`src/rtl/seq_div_16x8_if.sv`:
```
// Handshake bundle for the seq_div_16x8 restoring divider: operand request and
// result response, each with its own valid/ready pair.
interface seq_div_16x8_if #(
    parameter int WIDTH_N = 16,
    parameter int WIDTH_D = 8
);
    logic               in_valid;
    logic               in_ready;
    logic [WIDTH_N-1:0] A;
    logic [WIDTH_D-1:0] B;
    logic               out_valid;
    logic               out_ready;
    logic [WIDTH_N-1:0] Q;
    logic [WIDTH_D-1:0] REM;
    logic               div0;

    modport master (
        output in_valid, A, B, out_ready,
        input  in_ready, out_valid, Q, REM, div0
    );

    modport slave (
        input  in_valid, A, B, out_ready,
        output in_ready, out_valid, Q, REM, div0
    );
endinterface

```
`src/rtl/seq_div_16x8.sv`:
```
// Sequential restoring divider, WIDTH_N / WIDTH_D, one quotient bit per clock.
// Define APPROX_DIV_EN to skip the low TRUNC quotient bits for shorter latency.
module seq_div_16x8 #(
    parameter int WIDTH_N = 16,
    parameter int WIDTH_D = 8,
    parameter int TRUNC   = 4
) (
    input  logic           clk,
    input  logic           rst_n,
    seq_div_16x8_if.slave  bus
);

`ifdef APPROX_DIV_EN
    localparam int ITER = WIDTH_N - TRUNC;
`else
    localparam int ITER = WIDTH_N;
`endif
    localparam int CW = $clog2(WIDTH_N + 1);

    typedef enum logic [1:0] {IDLE, BUSY, DONE} state_t;

    state_t             r_state;
    state_t             w_next;
    logic               r_in_ready;
    logic [CW-1:0]      r_cnt;
    logic [WIDTH_N-1:0] r_dvd;
    logic [WIDTH_N-1:0] r_q;
    logic [WIDTH_D-1:0] r_rem;
    logic [WIDTH_D-1:0] r_b;
    logic               r_div0;

    logic               w_accept;
    logic               w_last;
    logic [WIDTH_D:0]   w_shift;
    logic               w_ge;
    logic [WIDTH_D-1:0] w_diff;
    logic [WIDTH_N-1:0] w_qnext;

    assign w_accept = (r_state == IDLE) && r_in_ready && bus.in_valid;
    assign w_last   = (r_cnt == CW'(1));

    // Partial remainder is WIDTH_D+1 bits only for the duration of the shift.
    // When the trial succeeds the true difference is below B, so its low
    // WIDTH_D bits are exact.
    assign w_shift = {r_rem, r_dvd[WIDTH_N-1]};
    assign w_ge    = (w_shift >= {1'b0, r_b});
    assign w_diff  = w_shift[WIDTH_D-1:0] - r_b;
    assign w_qnext = {r_q[WIDTH_N-2:0], w_ge};

    always_comb begin
        w_next = r_state;
        unique case (r_state)
            IDLE:    if (w_accept)      w_next = BUSY;
            BUSY:    if (w_last)        w_next = DONE;
            DONE:    if (bus.out_ready) w_next = IDLE;
            default:                    w_next = IDLE;
        endcase
    end

    // in_ready is registered so it stays low through reset and comes up on
    // the first edge after release.
    always_ff @(posedge clk or negedge rst_n) begin
        if (!rst_n) begin
            r_state    <= IDLE;
            r_in_ready <= 1'b0;
        end else begin
            r_state    <= w_next;
            r_in_ready <= (w_next == IDLE);
        end
    end

    // A zero divisor spends its single BUSY cycle idling so the flagged result
    // appears one edge after acceptance.
    always_ff @(posedge clk or negedge rst_n) begin
        if (!rst_n) begin
            r_cnt  <= '0;
            r_dvd  <= '0;
            r_q    <= '0;
            r_rem  <= '0;
            r_b    <= '0;
            r_div0 <= 1'b0;
        end else if (w_accept) begin
            r_b    <= bus.B;
            r_dvd  <= bus.A;
            if (bus.B == '0) begin
                r_cnt  <= CW'(1);
                r_q    <= '1;
                r_rem  <= bus.A[WIDTH_D-1:0];
                r_div0 <= 1'b1;
            end else begin
                r_cnt  <= CW'(ITER);
                r_q    <= '0;
                r_rem  <= '0;
                r_div0 <= 1'b0;
            end
        end else if (r_state == BUSY) begin
            r_cnt <= r_cnt - CW'(1);
            if (!r_div0) begin
                r_dvd <= r_dvd << 1;
                r_rem <= w_ge ? w_diff : w_shift[WIDTH_D-1:0];
`ifdef APPROX_DIV_EN
                r_q   <= w_last ? (w_qnext << TRUNC) : w_qnext;
`else
                r_q   <= w_qnext;
`endif
            end
        end
    end

    assign bus.in_ready  = r_in_ready;
    assign bus.out_valid = (r_state == DONE);
    assign bus.Q         = r_q;
    assign bus.REM       = r_rem;
    assign bus.div0      = r_div0;

endmodule
```
`src/flat_wrapper.sv`:
```
// flat-port wrapper written by rule: the top's interface ports become plain ports
module seq_div_16x8_flat 
#(
    parameter int WIDTH_N = 16,
    parameter int WIDTH_D = 8,
    parameter int TRUNC   = 4
)
  (clk, rst_n, bus_in_valid, bus_A, bus_B, bus_out_ready, bus_in_ready, bus_out_valid, bus_Q, bus_REM, bus_div0);
  seq_div_16x8_if #(.WIDTH_N(WIDTH_N), .WIDTH_D(WIDTH_D)) bus_i ();
  input  logic clk;
  input  logic rst_n;
  input wire logic [$bits(bus_i.in_valid)-1:0] bus_in_valid;
  input wire logic [$bits(bus_i.A)-1:0] bus_A;
  input wire logic [$bits(bus_i.B)-1:0] bus_B;
  input wire logic [$bits(bus_i.out_ready)-1:0] bus_out_ready;
  output wire logic [$bits(bus_i.in_ready)-1:0] bus_in_ready;
  output wire logic [$bits(bus_i.out_valid)-1:0] bus_out_valid;
  output wire logic [$bits(bus_i.Q)-1:0] bus_Q;
  output wire logic [$bits(bus_i.REM)-1:0] bus_REM;
  output wire logic [$bits(bus_i.div0)-1:0] bus_div0;
  assign bus_i.in_valid = bus_in_valid;
  assign bus_i.A = bus_A;
  assign bus_i.B = bus_B;
  assign bus_i.out_ready = bus_out_ready;
  assign bus_in_ready = bus_i.in_ready;
  assign bus_out_valid = bus_i.out_valid;
  assign bus_Q = bus_i.Q;
  assign bus_REM = bus_i.REM;
  assign bus_div0 = bus_i.div0;
  seq_div_16x8 #(.WIDTH_N(WIDTH_N), .WIDTH_D(WIDTH_D), .TRUNC(TRUNC)) u_core (.clk(clk), .rst_n(rst_n), .bus(bus_i));
endmodule
```
`config.mk`:
```
export PLATFORM = sky130hd
export DESIGN_NAME = seq_div_16x8_flat
export DESIGN_NICKNAME = d
export VERILOG_FILES = /design/src/rtl/seq_div_16x8_if.sv /design/src/rtl/seq_div_16x8.sv /design/src/flat_wrapper.sv
export SDC_FILE = /design/constraint.sdc
export NUM_CORES = 1
export LEC_CHECK = 0
export CORE_UTILIZATION = 45
export CTS_BUF_LIST = sky130_fd_sc_hd__clkbuf_4
export DETAILED_ROUTE_END_ITERATION = 10
export PLACE_DENSITY = 0.8
export REMOVE_ABC_BUFFERS = 1
export SYNTH_ARGS = -nofsm -noshare
export SYNTH_HDL_FRONTEND = slang
export SYNTH_SLANG_ARGS = --single-unit
```
`constraint.sdc`:
```
create_clock -name clk -period 2.3 [get_ports clk]
set_clock_uncertainty 0.1 [all_clocks]
set_input_delay 0.69 -clock clk [delete_from_list [all_inputs] [get_ports clk]]
set_output_delay 0.69 -clock clk [all_outputs]
set_load 0.05 [all_outputs]
```
==> flow_metrics.py, run 1 <==
metrics = {
    "cells_and_area": {
        "num-fill-cells": 553,
        "final_net_count": 471,
        "insertedDiodeCount": 0,
        "layout.cell_area.non_filler_um2": 4090,
        "multi_input_area_um2": 1580,
        "post_route_cells_drive_above_1_share": 0.188,
        "seqCellArea_um2": 1430,
        "area_growth_pct": 31.4,
    },
    "clock_tree": {
        "clk_path_buf_depth": 2,
        "ctsHoldBuffers": 0,
        "cts.reportedPaths.clkPinSlew_ps": 110,
        "ctsHtreeMaxLevel": 3,
        "cts-buffers-inserted": 9,
        "clkLatencyLatePin_ps": 400,
        "cts_tree": "yes",
        "numClockSinks": 57,
        "cell_at_the_root_of_the_clock_tree": "clkbuf_4",
    },
    "setup_path": {
        "critical_path.max_stage_delay_ps": 530,
        "setup.worst_path.start": "u_core.bus.REM[4]",
        "worstSetupPathType": "reg2reg",
        "cp-end-kind": "flop",
        "r2r-start": "u_core.bus.REM[4]",
        "crit_slowest_cell": "or4b_1",
        "worstPathArrival_ps": 2420,
        "critical_path.cell_chain": "ha_1 -> nand3_1 -> a21boi_1 -> or3_4 -> or4b_1 -> o211ai_1",
        "crit_buf_inv": 0,
        "critical_path.top_delay_family": "simple AND/OR/NAND/NOR gates",
        "required_ps": 2510,
        "worstSetupStartpointType": "flop",
        "worstPathMaxFanout": 7,
    },
    "logic_synthesis": {
        "postSynthRegisterBits": 57,
        "dominantRegCellSynth": "dfrtp_1",
        "synthCells": 355,
        "syn_avg_cell_area_um2": 8.77,
        "asyncSetResetFlopFracSynth": 1.00,
        "yosys_warnings": 0,
        "synth.lib_cells_used.distinct": 53,
        "mappedNetlistArea_um2": 3110,
        "synth_sequential_area_ratio": 0.458,
        "synth-edff-count": 0,
    },
    "timing": {
        "hold_violations": 0,
        "period_share": 0.959,
        "postLayoutSetupSlackWorst_ps": 94.1,
        "rsz0062_at_grt": "no",
        "slew_violations": 0,
        "worst_slew_margin_rel": 0.623,
        "final.setup.tns_ps": 0,
        "number_of_setup_violations_in_the_final_report": 0,
        "layout_min_cycle_time_ps": 2210,
        "timing_worst_slew_pin_value_ps": 565,
        "timing.hold.ws_ps": 177,
        "achievable-frequency_mhz": 453,
    },
    "die": {
        "chipHeight_um": 85.2,
        "initial_core_util": 0.479,
        "die_width_um": 85.2,
        "core_um2": 6490,
        "floorplan.die_area_um2": 7250,
        "ports_placed_on_the_boundary": 55,
        "site_row_count": 29,
    },
    "power_and_ir_drop": {
        "fin_total_pwr_mw": 6.86,
        "power_frac_clock": 0.090,
        "p_int_mw": 3.54,
        "worst_ir_drop_vdd_mv": 1.07,
        "static-leakage-power_nw": 1.82,
        "netSwitchingFraction": 0.484,
        "p_comb_frac": 0.650,
        "p_seq_frac": 0.261,
        "netSwitchingPower_mw": 3.32,
        "power_per_cell_area_nw_per_um2": 1680,
    },
    "drt": {
        "route.final.wire_length_um": 7680,
        "drt_iter0_markers": 154,
        "first_pass_iteration_count_of_the_detailed_router": 5,
        "route.detailed.vias_per_inst": 5.58,
        "remaining_drc_errors": 0,
        "ant_nets": 0,
        "routed_wire_length_per_instance_um": 14.9,
        "vias": 2869,
    },
    "global_routing": {
        "grt-busiest-layer": "met2",
        "grt_overflow": 0,
        "grt.total_usage": 0.234,
        "grt_pass1_vias": 2916,
        "gr-usage-met2": 0.394,
        "grt_start_max_net_pins": 58,
        "global_route.usage.met3": 0.0350,
        "grt_pass1_wl_um": 13300,
        "grt_antenna_before_repair": 0,
        "met1_demand_to_capacity_share_in_global_routing": 0.302,
    },
    "place": {
        "gp_routability_congestion": 0.950,
        "minimum_setup_slack_after_placement_ps": -207,
        "place.port_buffers": 54,
        "placement.cell_area_um2": 3930,
        "dp.final_hpwl_um": 5440,
    },
    "run": {
        "timing.max_cap.violations": 0,
    },
    "outcome": {
        "status": "finished clean",
    },
    "worst_hold_path": {
        "worstHoldPathType": "in2async",
    },
}
==> per-stage QoR <==
stage,instances,util
2_1_floorplan,331,-
3_3_place_gp,495,0.606
3_5_place_dp,495,0.606
4_1_cts,511,0.622
5_1_grt,514,0.630
6_report,514,0.630
==> repair_timing <==
action / in CTS / in global routing
setup buffers: 0 / 3
setup endpoints to repair: 12 / 5
pin swaps: 0 / 1
resized for setup: 12 / 6
==> routing by layer <==
layer / up-vias / part of all wire
li1: 1416 / -
met1: 1345 / 0.44
met2: 94 / 0.49
met3: 14 / 0.050
met4: 0 / 0.015
met5: - / 0
==> flip-flops by register name, summed over array words and instances (netlist names) <==
| signal | cells |
|---|---|
| u_core.bus.REM | 8 |
| u_core.bus.Q | 16 |
| u_core.r_b | 8 |
| u_core.r_dvd | 16 |
| u_core.r_cnt | 5 |
| u_core.bus.div0 | 1 |
| u_core.r_state | 2 |
| u_core.bus.in_ready | 1 |
==> cells in the mapped netlist, drive strengths merged (2+ instances only) <==
library cell,number,area share
a21boi,2,0.0048
a21o,3,0.0072
a21oi,25,0.041
a22o,2,0.0056
a22oi,7,0.017
a31oi,18,0.036
buf,13,0.023
clkbuf,11,0.013
dfrtp,57,0.46
ha,10,0.040
inv,13,0.016
mux2i,2,0.0064
nand2,65,0.078
nand2b,4,0.0080
nor2,28,0.034
nor2b,5,0.012
nor3,4,0.0064
nor4,4,0.0080
o211ai,8,0.019
o21a,4,0.0096
o21ai,36,0.058
o22ai,2,0.0040
o311ai,2,0.0056
o31ai,2,0.0092
or3,4,0.010
or4,2,0.0048
or4b,2,0.0064
xnor2,4,0.011
xor2,2,0.0056
==> worst reg2reg max path, stage by stage, from the launching register on <==
cell	delay (ps)
dfrtp_1	420
ha_1	360
nand3_1	100
a21boi_1	80
or3_4	410
or4b_1	530
o211ai_1	110
==> layout by cell type (no fill, tap or decap), drive strengths merged, types with 2 or more instances in the layout <==
cell,count
a21boi,2
a21o,3
a21oi,25
a22o,2
a22oi,7
a31oi,18
buf,53
clkbuf,10
clkdlybuf4s50,26
clkinv,5
dfrtp,57
dlygate4sd2,11
ha,10
inv,13
mux2i,2
nand2,65
nand2b,4
nor2,28
nor2b,5
nor3,4
nor4,4
o211ai,8
o21a,4
o21ai,36
o22ai,2
o311ai,2
o31ai,2
or3,4
or4,2
or4b,2
xnor2,4
xor2,2
==> power groups by stage <==
stage               combinational, mW  sequential, mW  clock (mW)
floorplan                        2.30            2.40           0
global placement                 4.14            1.79           0
detailed placement               4.30            1.80           0
CTS                              4.29            1.78       0.629
global route                     4.90            1.86       0.681
finish                           4.46            1.79       0.616
==> cells by family after synthesis <==
family | after synthesis | synth area share
compound gates | 116 | 0.231
xor+xnor | 6 | 0.0169
fa+ha+maj | 11 | 0.0466
buf+inv | 37 | 0.0519
flops | 57 | 0.458
mux | 2 | 0.00643
simple gates | 126 | 0.189
==> worst paths after layout <==
path,to,cells after the start,slack (ps)
setup / recovery,u_core.bus.REM[5],6,90
hold / removal,u_core.r_dvd[3],2,180
setup reg to reg,u_core.bus.REM[5],6,90
hold reg to reg,u_core.bus.Q[15],2,400
max in group asynchronous,u_core.r_cnt[3],2,1660
min in group clk,u_core.bus.Q[15],2,400
==> layout make-up <==
type	instances	share of cell area
clock inverters	6	0.00857
multi-input cells	261	0.387
well taps	77	0.0236
clock buffers	10	0.0184
flip-flops and latches	57	0.349
inverters	13	0.0119
repair buffers	90	0.202
(Power assumes the default switching activity.)
==> run 2: changes to the inputs <==
- PLACE_DENSITY: 0.8 -> 0.83
- TNS_END_PERCENT: not set -> 10
==> flow_metrics.py, run 2 (synthesis results as in run 1) <==
metrics = {
    "cells_and_area": {
        "area_growth_pct": 30.5,
        "commonest_non_fill_non_tap_cell_in_the_layout": "nand2_1",
        "post_layout_nonfiller_instances": 508,
        "layout.cell_area.non_filler_um2": 4060,
        "num-fill-cells": 590,
        "finalCoreUtilization": 0.626,
        "insertedDiodeCount": 0,
        "final_cell_mix": "nand2_1 (65), dfrtp_1 (57), buf_4 (40)",
        "post_route_cells_drive_above_1_share": 0.172,
        "seqCellArea_um2": 1430,
        "final_net_count": 465,
        "multi_input_area_um2": 1570,
    },
    "drt": {
        "drt_iter0_markers": 172,
        "route.detailed.vias_per_inst": 5.72,
        "remaining_drc_errors": 0,
        "ant_nets": 0,
        "vias": 2906,
        "routed_wire_length_per_instance_um": 15.4,
        "route.final.wire_length_um": 7830,
        "first_pass_iteration_count_of_the_detailed_router": 4,
    },
    "setup_path": {
        "worstPathArrival_ps": 2450,
        "worstSetupPathType": "reg2reg",
        "required_ps": 2500,
        "r2r-start": "u_core.bus.REM[1]",
        "cp-endpoint": "u_core.bus.REM[6]",
        "number_of_cell_instances_on_the_worst_register_to_register_path": 7,
        "rrSetupSlack_ps": 50,
        "worstPathMaxFanout": 6,
        "cp-end-kind": "flop",
        "setup.worst_path.start": "u_core.bus.REM[1]",
        "reg2reg_to": "u_core.bus.REM[6]",
        "worstSetupStartpointType": "flop",
    },
    "clock_tree": {
        "ctsHtreeMaxLevel": 3,
        "clkLatencyLatePin_ps": 400,
        "clk_path_buf_depth": 2,
        "cts_tree": "yes",
        "cts.reportedPaths.clkPinSlew_ps": 100,
        "cts-buffers-inserted": 9,
        "ctsHoldBuffers": 0,
        "numClockSinks": 57,
        "cell_at_the_root_of_the_clock_tree": "clkbuf_4",
    },
    "place": {
        "placement.cell_area_um2": 3880,
        "dp.final_hpwl_um": 5540,
        "place.port_buffers": 54,
        "post-place-cells": 491,
        "gp_routability_congestion": 0.918,
    },
    "timing": {
        "timing_worst_slew_pin_value_ps": 546,
        "timing.hold.ws_ps": 178,
        "worst_slew_margin_rel": 0.636,
        "rsz0062_at_grt": "no",
        "slew_violations": 0,
        "hold_violations": 0,
        "layout_min_cycle_time_ps": 2250,
        "number_of_setup_violations_in_the_final_report": 0,
        "achievable-frequency_mhz": 445,
        "period_share": 0.977,
    },
    "outcome": {
        "status": "finished clean",
    },
    "global_routing": {
        "grt_pass1_wl_um": 13100,
        "grt_pass1_vias": 2773,
        "grt_overflow": 0,
        "grt_antenna_before_repair": 0,
        "grt_start_max_net_pins": 58,
        "grt.total_usage": 0.232,
    },
    "die": {
        "die_width_um": 85.2,
        "ports_placed_on_the_boundary": 55,
        "chipHeight_um": 85.2,
        "initial_core_util": 0.479,
        "site_row_count": 29,
        "core_um2": 6490,
        "floorplan.die_area_um2": 7250,
    },
    "worst_hold_path": {
        "worstHoldPathType": "in2async",
    },
    "run": {
        "timing.max_cap.violations": 0,
    },
    "power_and_ir_drop": {
        "worst_ir_drop_vdd_mv": 1.15,
        "static-leakage-power_nw": 1.82,
        "power_per_cell_area_nw_per_um2": 1740,
        "fin_total_pwr_mw": 7.05,
    },
}
[run 2: layout make-up]
cell class,instances,area share
tap,77,0.0237
timing repair buffer,84,0.187
clock buffer,10,0.0185
sequential,57,0.351
inverter,13,0.0120
multi-input combinational,261,0.387
clock inverter,6,0.0203
[run 2: layer usage]
layer  share of wire  GRT usage
met4           0.028      0.126
met2            0.47      0.363
met5               0          0
met3           0.051     0.0496
met1            0.45      0.301
[run 2: power breakdown]
group / leakage [nW] / switching (mW) / internal (mW)
combinational: 1.04 / 2.60 / 1.82
clock: 0.0878 / 0.388 / 0.448
sequential: 0.690 / 0.321 / 1.47
total: 1.82 / 3.31 / 3.74
[run 2: critical path: stages, from the launching register on]
cell and delay (ps):
dfrtp_1 400, ha_1 390, o21a_1 240, o31ai_4 70
a21oi_2 120, buf_4 170, or4b_1 510, o211ai_1 140
[run 2: what timing repair did]
action / in CTS / in global routing
buffers inserted: 0 / 1
endpoints found under the hold margin: 0 / 0
setup endpoints to repair: 13 / 4
pin swaps: 0 / 1
gates resized for setup: 13 / 5
gates cloned: 0 / 0
[run 2: how the worst min path moves through the flow]
stage                          start                to  cells after the start
floorplan                      rst_n   u_core.bus.Q[0]                      0
global placement    u_core.bus.Q[15]  u_core.bus.Q[15]                      2
detailed placement     u_core.r_b[0]     u_core.r_b[0]                      2
CTS                            rst_n  u_core.bus.Q[13]                      2
global route                   rst_n   u_core.bus.Q[9]                      2
finish                         rst_n  u_core.bus.Q[12]                      2
[run 2: metrics by stage]
step | TNS [ps] | setup WS, ps
2_1_floorplan | -104120 | -2430
4_1_cts | 0 | 27.1
3_3_place_gp | -6890 | -289
6_report | 0 | 53.4
3_5_place_dp | -7200 | -281
5_1_grt | 0 | 6.54
==> run 3: changes to the inputs <==
- GPL_TIMING_DRIVEN: not set -> 0
==> flow_metrics.py, run 3 (synthesis results as in run 1) <==
metrics = {
    "die": {
        "die_width_um": 85.2,
        "floorplan.die_area_um2": 7250,
        "core_um2": 6490,
        "chipHeight_um": 85.2,
        "initial_core_util": 0.479,
        "ports_placed_on_the_boundary": 55,
        "site_row_count": 29,
    },
    "setup_path": {
        "crit_path_depth": 1,
        "critical_path.max_stage_delay_ps": 550,
        "rrSetupSlack_ps": 60,
        "critical_path.top_delay_family": "buffers and inverters",
        "number_of_cell_instances_on_the_worst_register_to_register_path": 6,
        "required_ps": 1510,
        "worstPathArrival_ps": 1460,
        "worstSetupStartpointType": "flop",
        "worstPathMaxFanout": 6,
        "worstSetupPathType": "reg2out",
        "cp-end-kind": "output pin",
        "crit_slowest_cell": "clkdlybuf4s15_1",
        "critical_path.cell_chain": "clkdlybuf4s15_1",
        "crit_buf_inv": 1,
    },
    "place": {
        "gp_routability_congestion": 0.940,
        "dp.final_hpwl_um": 4940,
        "post-place-cells": 466,
        "place.port_buffers": 54,
    },
    "cells_and_area": {
        "final_cell_mix": "nand2_1 (65), dfrtp_1 (55), o21ai_0 (35)",
        "post_layout_nonfiller_instances": 491,
        "commonest_non_fill_non_tap_cell_in_the_layout": "nand2_1",
        "final_net_count": 448,
        "multi_input_area_um2": 1640,
        "seqCellArea_um2": 1430,
        "area_growth_pct": 27.9,
        "num-fill-cells": 572,
        "insertedDiodeCount": 0,
        "finalCoreUtilization": 0.613,
        "post_route_cells_drive_above_1_share": 0.116,
    },
    "clock_tree": {
        "clk_path_buf_depth": 2,
        "cts_tree": "yes",
        "cts-buffers-inserted": 9,
        "cell_at_the_root_of_the_clock_tree": "clkbuf_4",
        "numClockSinks": 57,
        "ctsHtreeMaxLevel": 3,
        "cts.reportedPaths.clkPinSlew_ps": 100,
        "clkLatencyLatePin_ps": 400,
    },
    "timing": {
        "achievable-frequency_mhz": 444,
        "final.setup.tns_ps": 0,
        "worst_slew_margin_rel": 0.631,
        "hold_violations": 0,
        "layout_min_cycle_time_ps": 2250,
        "timing_worst_slew_pin_value_ps": 552,
        "slew_violations": 0,
        "number_of_setup_violations_in_the_final_report": 0,
        "period_share": 0.978,
    },
    "global_routing": {
        "global_route.usage.met3": 0.0360,
        "grt_antenna_before_repair": 0,
        "grt_pass1_wl_um": 12200,
        "grt.total_usage": 0.214,
        "met1_demand_to_capacity_share_in_global_routing": 0.279,
        "grt_overflow": 0,
        "grt-busiest-layer": "met2",
        "gr-usage-met2": 0.351,
        "grt_pass1_vias": 2629,
        "grt_start_max_net_pins": 42,
    },
    "power_and_ir_drop": {
        "p_comb_frac": 0.624,
        "p_int_mw": 3.51,
        "netSwitchingPower_mw": 3.26,
        "worst_ir_drop_vdd_mv": 1.02,
        "static-leakage-power_nw": 1.73,
        "power_per_cell_area_nw_per_um2": 1700,
        "p_seq_frac": 0.273,
        "power_frac_clock": 0.103,
        "netSwitchingFraction": 0.482,
    },
    "drt": {
        "first_pass_iteration_count_of_the_detailed_router": 4,
        "drt_iter0_markers": 169,
        "route.final.wire_length_um": 7330,
        "ant_nets": 0,
        "routed_wire_length_per_instance_um": 14.9,
        "remaining_drc_errors": 0,
        "route.detailed.vias_per_inst": 5.60,
        "vias": 2748,
    },
    "run": {
        "timing.max_cap.violations": 0,
    },
    "worst_hold_path": {
        "worstHoldPathType": "in2async",
    },
    "outcome": {
        "status": "finished clean",
    },
}
[run 3: routing by layer]
layer / vias to the layer above / part of all wire / wire length [um]
met2: 72 / 0.48 / 3520
met4: 0 / 0.018 / 131
met1: 1298 / 0.46 / 3350
met3: 13 / 0.043 / 318
met5: - / 0 / 0
li1: 1365 / - / -
[run 3: power by group through the flow]
stage	clock network [mW]	registers [mW]	logic, mW
floorplan	0	2.40	2.30
global placement	0	1.83	3.76
detailed placement	0	1.86	3.95
CTS	0.719	1.83	3.94
global route	0.758	1.91	4.64
finish	0.700	1.85	4.23
[run 3: through the flow]
stage               hold slack [ps]  instance area [um2]  setup slack, ps  power [mW]
finish                         99.8                 3980             50.0        6.77
global route                    116                 3980            -25.4        7.31
CTS                            93.9                 3890             10.4        6.49
detailed placement              370                 3730            -1560        5.81
global placement                359                 3640            -4450        5.59
floorplan                       294                 3000            -2430        4.70
[run 3: worst paths after layout]
check,from,end
hold reg to reg,u_core.bus.Q[15],u_core.bus.Q[15]
setup / recovery,u_core.bus.REM[4],bus_REM[4]
hold / removal,rst_n,u_core.bus.Q[15]
min in group clk,u_core.bus.Q[15],u_core.bus.Q[15]
setup reg to reg,u_core.bus.REM[5],u_core.bus.REM[0]
max in group asynchronous,rst_n,u_core.bus.REM[7]
[run 3: final cells by class]
| cell class | count | share of cell area |
|---|---|---|
| clock buffer | 9 | 0.0170 |
| clock inverter | 7 | 0.0154 |
| inverter | 13 | 0.0123 |
| multi-input combinational | 262 | 0.412 |
| sequential | 57 | 0.359 |
| tap | 77 | 0.0242 |
| timing repair buffer | 66 | 0.161 |
[run 3: repair_timing]
action / in CTS / in global routing
gates resized for setup: 41 / 10
pin swaps: 0 / 1
cloned: 0 / 1
setup buffers: 3 / 5
setup endpoints to repair: 65 / 5
hold buffers: 0 / 0
